===== src/rtl/kypd_pkg.sv =====
// Shared definitions for the 4x4 hex keypad scanner: candidate kinds,
// scan geometry and the row/column to hex key map.
package kypd_pkg;

  localparam int NUM_PHASES = 4;
  localparam int NUM_COLS   = 4;
  localparam int NUM_ROWS   = 4;

  typedef enum logic [1:0] {
    CAND_NONE  = 2'd0,
    CAND_KEY   = 2'd1,
    CAND_MULTI = 2'd2
  } cand_kind_t;

  // code is forced to zero for NONE/MULTI so whole-struct compares are exact
  typedef struct packed {
    cand_kind_t kind;
    logic [3:0] code;
  } cand_t;

  function automatic logic [3:0] key_map(input logic [1:0] r, input logic [1:0] c);
    logic [3:0] k;
    case ({r, c})
      4'h0: k = 4'h1;
      4'h1: k = 4'h2;
      4'h2: k = 4'h3;
      4'h3: k = 4'hA;
      4'h4: k = 4'h4;
      4'h5: k = 4'h5;
      4'h6: k = 4'h6;
      4'h7: k = 4'hB;
      4'h8: k = 4'h7;
      4'h9: k = 4'h8;
      4'hA: k = 4'h9;
      4'hB: k = 4'hC;
      4'hC: k = 4'h0;
      4'hD: k = 4'hF;
      4'hE: k = 4'hE;
      default: k = 4'hD;
    endcase
    return k;
  endfunction

endpackage


===== src/rtl/kypd_debounce.sv =====
// Whole-scan debouncer: counts consecutive identical candidates and turns the
// scan that first reaches the threshold into key_code / key_valid / key_held.
module kypd_debounce
  import kypd_pkg::*;
#(
  parameter int DEBOUNCE_SCANS = 4
) (
  input  logic       scanclk,
  input  logic       rst,
  input  logic       eos,
  input  cand_t      cand,
  output logic [3:0] key_code,
  output logic       key_valid,
  output logic       key_held
);

  localparam logic [3:0] TARGET = 4'(DEBOUNCE_SCANS);

  cand_t      prev_cand;
  logic [3:0] stable_cnt;
  logic [3:0] cnt_nxt;
  logic       same;
  logic       accept;

  always_comb begin
    same = (cand == prev_cand);
    if (!same)
      cnt_nxt = 4'd1;
    else if (stable_cnt >= TARGET)
      cnt_nxt = TARGET;
    else
      cnt_nxt = stable_cnt + 4'd1;
    // a differing candidate restarts at 1, which is itself a first reach when TARGET is 1
    accept = eos && (cnt_nxt == TARGET) && (!same || (stable_cnt != TARGET));
  end

  always_ff @(posedge scanclk or posedge rst) begin
    if (rst) begin
      prev_cand  <= '{kind: CAND_NONE, code: 4'h0};
      stable_cnt <= 4'd0;
      key_code   <= 4'h0;
      key_valid  <= 1'b0;
      key_held   <= 1'b0;
    end else begin
      key_valid <= 1'b0;
      if (eos) begin
        prev_cand  <= cand;
        stable_cnt <= cnt_nxt;
      end
      if (accept) begin
        case (cand.kind)
          CAND_KEY: begin
            if (!key_held || (cand.code != key_code)) begin
              key_code  <= cand.code;
              key_valid <= 1'b1;
              key_held  <= 1'b1;
            end
          end
          default: key_held <= 1'b0;
        endcase
      end
    end
  end

endmodule


===== src/rtl/kypd_scan.sv =====
// 4x4 keypad scanner: drives an active-low column strobe, samples synchronized
// rows, accumulates one scan into a candidate and hands it to the debouncer.
module kypd_scan
  import kypd_pkg::*;
#(
  parameter int DEBOUNCE_SCANS = 4
) (
  input  logic       scanclk,
  input  logic       rst,
  input  logic [3:0] row,
  output logic [3:0] col,
  output logic [3:0] key_code,
  output logic       key_valid,
  output logic       key_held
);

  logic [3:0] row_meta;
  logic [3:0] row_sync;
  logic [1:0] col_sel;
  logic [1:0] phase;
  logic [1:0] acc_cnt;
  logic [3:0] acc_code;

  logic       sample;
  logic       eos;
  logic [2:0] col_hits;
  logic [1:0] first_row;
  logic [2:0] sum;
  logic [1:0] merged_cnt;
  logic [3:0] merged_code;
  cand_t      cand;

  // Stage: row synchronizer, scan counter and registered column drive
  always_ff @(posedge scanclk or posedge rst) begin
    if (rst) begin
      row_meta         <= 4'hF;
      row_sync         <= 4'hF;
      {col_sel, phase} <= 4'd0;
      col              <= 4'b1111;
    end else begin
      row_meta         <= row;
      row_sync         <= row_meta;
      {col_sel, phase} <= {col_sel, phase} + 4'd1;
      col              <= ~(4'b0001 << col_sel);
    end
  end

  always_comb begin
    sample    = (phase == 2'(NUM_PHASES - 1));
    eos       = sample && (col_sel == 2'(NUM_COLS - 1));
    col_hits  = 3'd0;
    first_row = 2'd0;
    // walk downward so the lowest pressed row is the one left in first_row
    for (int r = NUM_ROWS - 1; r >= 0; r--) begin
      if (!row_sync[r]) begin
        col_hits  = col_hits + 3'd1;
        first_row = 2'(r);
      end
    end

    sum         = {1'b0, acc_cnt} + col_hits;
    merged_cnt  = acc_cnt;
    merged_code = acc_code;
    if (sample) begin
      merged_cnt = (sum >= 3'd2) ? 2'd2 : sum[1:0];
      if ((acc_cnt == 2'd0) && (col_hits != 3'd0))
        merged_code = key_map(first_row, col_sel);
    end

    cand.kind = CAND_NONE;
    cand.code = 4'h0;
    if (merged_cnt == 2'd1) begin
      cand.kind = CAND_KEY;
      cand.code = merged_code;
    end else if (merged_cnt == 2'd2) begin
      cand.kind = CAND_MULTI;
    end
  end

  // Stage: per-scan accumulator, cleared as its result leaves at end of scan
  always_ff @(posedge scanclk or posedge rst) begin
    if (rst) begin
      acc_cnt  <= 2'd0;
      acc_code <= 4'h0;
    end else if (eos) begin
      acc_cnt  <= 2'd0;
      acc_code <= 4'h0;
    end else if (sample) begin
      acc_cnt  <= merged_cnt;
      acc_code <= merged_code;
    end
  end

  kypd_debounce #(
    .DEBOUNCE_SCANS(DEBOUNCE_SCANS)
  ) u_debounce (
    .scanclk  (scanclk),
    .rst      (rst),
    .eos      (eos),
    .cand     (cand),
    .key_code (key_code),
    .key_valid(key_valid),
    .key_held (key_held)
  );

endmodule


===== config.mk =====
export PLATFORM = sky130hd
export DESIGN_NAME = kypd_scan
export DESIGN_NICKNAME = d
export VERILOG_FILES = /design/src/rtl/kypd_pkg.sv /design/src/rtl/kypd_debounce.sv /design/src/rtl/kypd_scan.sv
export SDC_FILE = /design/constraint.sdc
export NUM_CORES = 1
export LEC_CHECK = 0
export CORE_MARGIN = 8
export CORE_UTILIZATION = 55
export CTS_BUF_LIST = sky130_fd_sc_hd__clkbuf_4 sky130_fd_sc_hd__clkbuf_8 sky130_fd_sc_hd__clkbuf_16
export DETAILED_ROUTE_END_ITERATION = 6
export PLACE_DENSITY = 0.8
export SLEW_MARGIN = 5
export SYNTH_ARGS = -nofsm -noshare
export SYNTH_HDL_FRONTEND = slang
export SYNTH_SLANG_ARGS = --single-unit
export TNS_END_PERCENT = 30

===== constraint.sdc =====
create_clock -name scanclk -period 4.6 [get_ports scanclk]
set_input_delay 0.46 -clock scanclk [delete_from_list [all_inputs] [get_ports scanclk]]
set_output_delay 0.46 -clock scanclk [all_outputs]
set_load 0.02 [all_outputs]

==> results of run 1 <==
-- worst min-delay path by stage --
stage | startpoint | depth (start not counted) | to
CTS | row_meta[2] | 0 | row_sync[2]
global placement | row_meta[2] | 0 | row_sync[2]
detailed placement | row_meta[1] | 0 | row_sync[1]
finish | row_meta[2] | 0 | row_sync[2]
global route | row_meta[1] | 0 | row_sync[1]
floorplan | row_meta[0] | 0 | row_sync[0]
-- synth_stat cells, drive strengths merged, types with 2 or more instances --
master / n
dfrtp: 26
inv: 22
nand2: 17
ha: 14
dfstp: 12
xnor2: 12
o21ai: 11
nor2: 10
mux2i: 7
o22ai: 6
mux2: 5
buf: 4
nand3: 4
nor3: 4
nor4: 4
a21oi: 3
and2: 3
nor2b: 3
xor2: 3
and3: 2
and4b: 2
clkbuf: 2
nand2b: 2
nand3b: 2
nand4: 2
o2111ai: 2
o31ai: 2
-- registers in the layout, summed over array words and instances, names as in the netlist --
register               cells
acc_cnt                    2
acc_code                   4
col                        4
col_sel                    2
phase                      2
row_meta                   4
row_sync                   4
u_debounce.key_code        4
u_debounce.key_held        1
u_debounce.key_valid       1
u_debounce.prev_cand       6
u_debounce.stable_cnt      4
-- logic make-up after synthesis --
family,count (synthesis),synth area share (%)
AND/OR/NAND/NOR,62,16.2
flip-flops,38,44.0
buffers and inverters,28,5.52
AO/OA/AOI/OAI,37,11.9
adder cells (fa/ha/maj),15,8.88
multiplexers,12,6.49
XOR/XNOR,16,7.00
-- power by group --
group | internal, mW | total (mW) | switching [mW]
combinational | 0.0713 | 0.157 | 0.0853
sequential | 0.367 | 0.397 | 0.0294
clock | 0.161 | 0.282 | 0.121
total | 0.600 | 0.835 | 0.236
-- area by class of cell --
type / count / area share, %
multi-input cells: 142 / 44.4
well taps: 50 / 2.49
inverters: 22 / 3.29
repair buffers: 18 / 6.87
clock inverters: 3 / 1.79
clock buffers: 5 / 2.74
flip-flops and latches: 38 / 38.4
-- timing repair --
action	CTS	global route
hold buffers	0	0
gates resized for setup	0	1
endpoints found under the setup margin	0	2
-- routing by layer --
layer / wire, um / track usage [%] / share of wire (%)
met2: 1950 / 23.3 / 47
met3: 189 / 4.18 / 4.5
met1: 1920 / 18.0 / 46
met4: 109 / 6.85 / 2.6
met5: 0 / 0 / 0
-- stage by stage --
stage               instance area (um^2)  worst slack (ps)
floorplan                           2200               370
global placement                    2390               325
detailed placement                  2390               195
CTS                                 2510               170
global route                        2510              19.0
finish                              2510               257
==> impl_metrics.toml, run 1 <==
[outcome]
status = "finished, final reports clean"

[finish]
fin_cells = 278
mostFrequentLayoutCells = "dfrtp_1, inv_1, nand2_1, clkdlybuf4s50_1, ha_1"
final.fill_count = 330
final_core_util_pct = 64.2
final_common_cell = "dfrtp_1"
area_delta_synth_final_pct = 14.4
drive_gt1_share_pct = 15.4
multi_input_area_um2 = 1120
final_net_count = 248
n_antenna_cell = 0
regArea_um2 = 966

[pwr]
power_mw = 0.835
leakagePower_nw = 1.10
p_per_area_nw_per_um2 = 332
irDropWorstVdd_mv = 0.194

[clocking]
cts_tree = "built"
cts_buffer_depth = 2
cts_sinks = 38
h-tree-depth = 2
clk-insertion-delay-late_ps = 290
root_buffer = "clkbuf_8"
cts_setup_buffers = 0
numCtsBuffers = 5
clk_pin_slew_ps = 80

[placed_design]
port_buffers = 15
dp.cells = 270
place_hpwl_um = 3130
gp_congestion = 0.816

[global_route]
antenna_found_initial = 0
track_usage_pct = 14.7
first_global_vias = 1578
grt_overflow_total = 0
grt_pass1_wl_um = 7330
grt_max_degree = 39

[route]
vias_per_cell = 5.64
post_drt_wl_per_cell_um = 15.0
ant_nets = 0
route.vias.total = 1569
postRouteWirelength_um = 4170
drt_iter0_drc = 86
drc = 0
drtPass1Iterations = 4

[setup_path]
worst_path_max_delay_cell = "dfstp_2"
rr_worst_depth = 13
critPathMaxFanout = 6
worst-path-buf-inv = 1
r2r_slack_ps = 260
cp_top_family = "adder cells"
arrival_ps = 4510
r2r-start = "row_sync[2]"
path_cells = "inv_1 -> ha_1 -> xnor2_1 -> ha_1 -> mux2_2 -> fa_1 -> xnor3_1 -> and2b_1 -> a31oi_2 -> a21oi_1 -> o311a_1 -> nor4_4 -> mux2_1"
worstSetupPathType = "reg2reg"
r2r_end = "u_debounce.key_code[3]"
crit_end = "u_debounce.key_code[3]"
cpPeakStageDelay_ps = 560
end_kind = "register"
crit_cells = 13
crit_start = "row_sync[2]"
critPathLaunchType = "register"
required_ps = 4770
crit_top_cell = "ha_1"

[die]
die_x_um = 79.2
die_area_um2 = 6270
rows = 23
core_area_um2 = 3910
dieHeight_um = 79.2
initial_core_util_pct = 56.1
ios = 16

[timing]
post-route-min-period_ps = 4340
fin_setup_tns_ps = 0
tightest_slew_ps = 668
max_freq_mhz = 230
rsz0062_at_grt = "no"
fin_crit_sh_pct = 94.4
clock_skew_ps = 7.65
hold_viol_final = 0
relSlewSlack_pct = 55.3
setup_viol = 0
slew_violations = 0
hold-worst-slack_ps = 350

[synthesis]
avgSynthCellArea_um2 = 10.6
synth-seq-cells = 38
ys_warn_count = 0
ys_types = 57
ys_async_sr_fraction_pct = 100
yosys.area.top_type_share_pct = 29.6
synth_nets = 229
synth_ff_type = "dfrtp_1"
synth-seq-area-share_pct = 44.0
netlist_area_um2 = 2200
synth_area_leaders = "dfrtp_1, dfstp_2, ha_1, xnor2_1, inv_1"
yosysTopAreaCell = "dfrtp_1"
synth_enable_flop_cells = 0
synth_cells = 208

[run]
max_cap_violations = 0

[min_path]
hold_class = "reg2reg"
Power figures use the tool's default switching activity.
==> run 2, diff against run 1 <==
CAP_MARGIN = 15   (was not set)
==> results of run 2 <==
No change in the layout: final DEF, timing and power equal those of run 1.
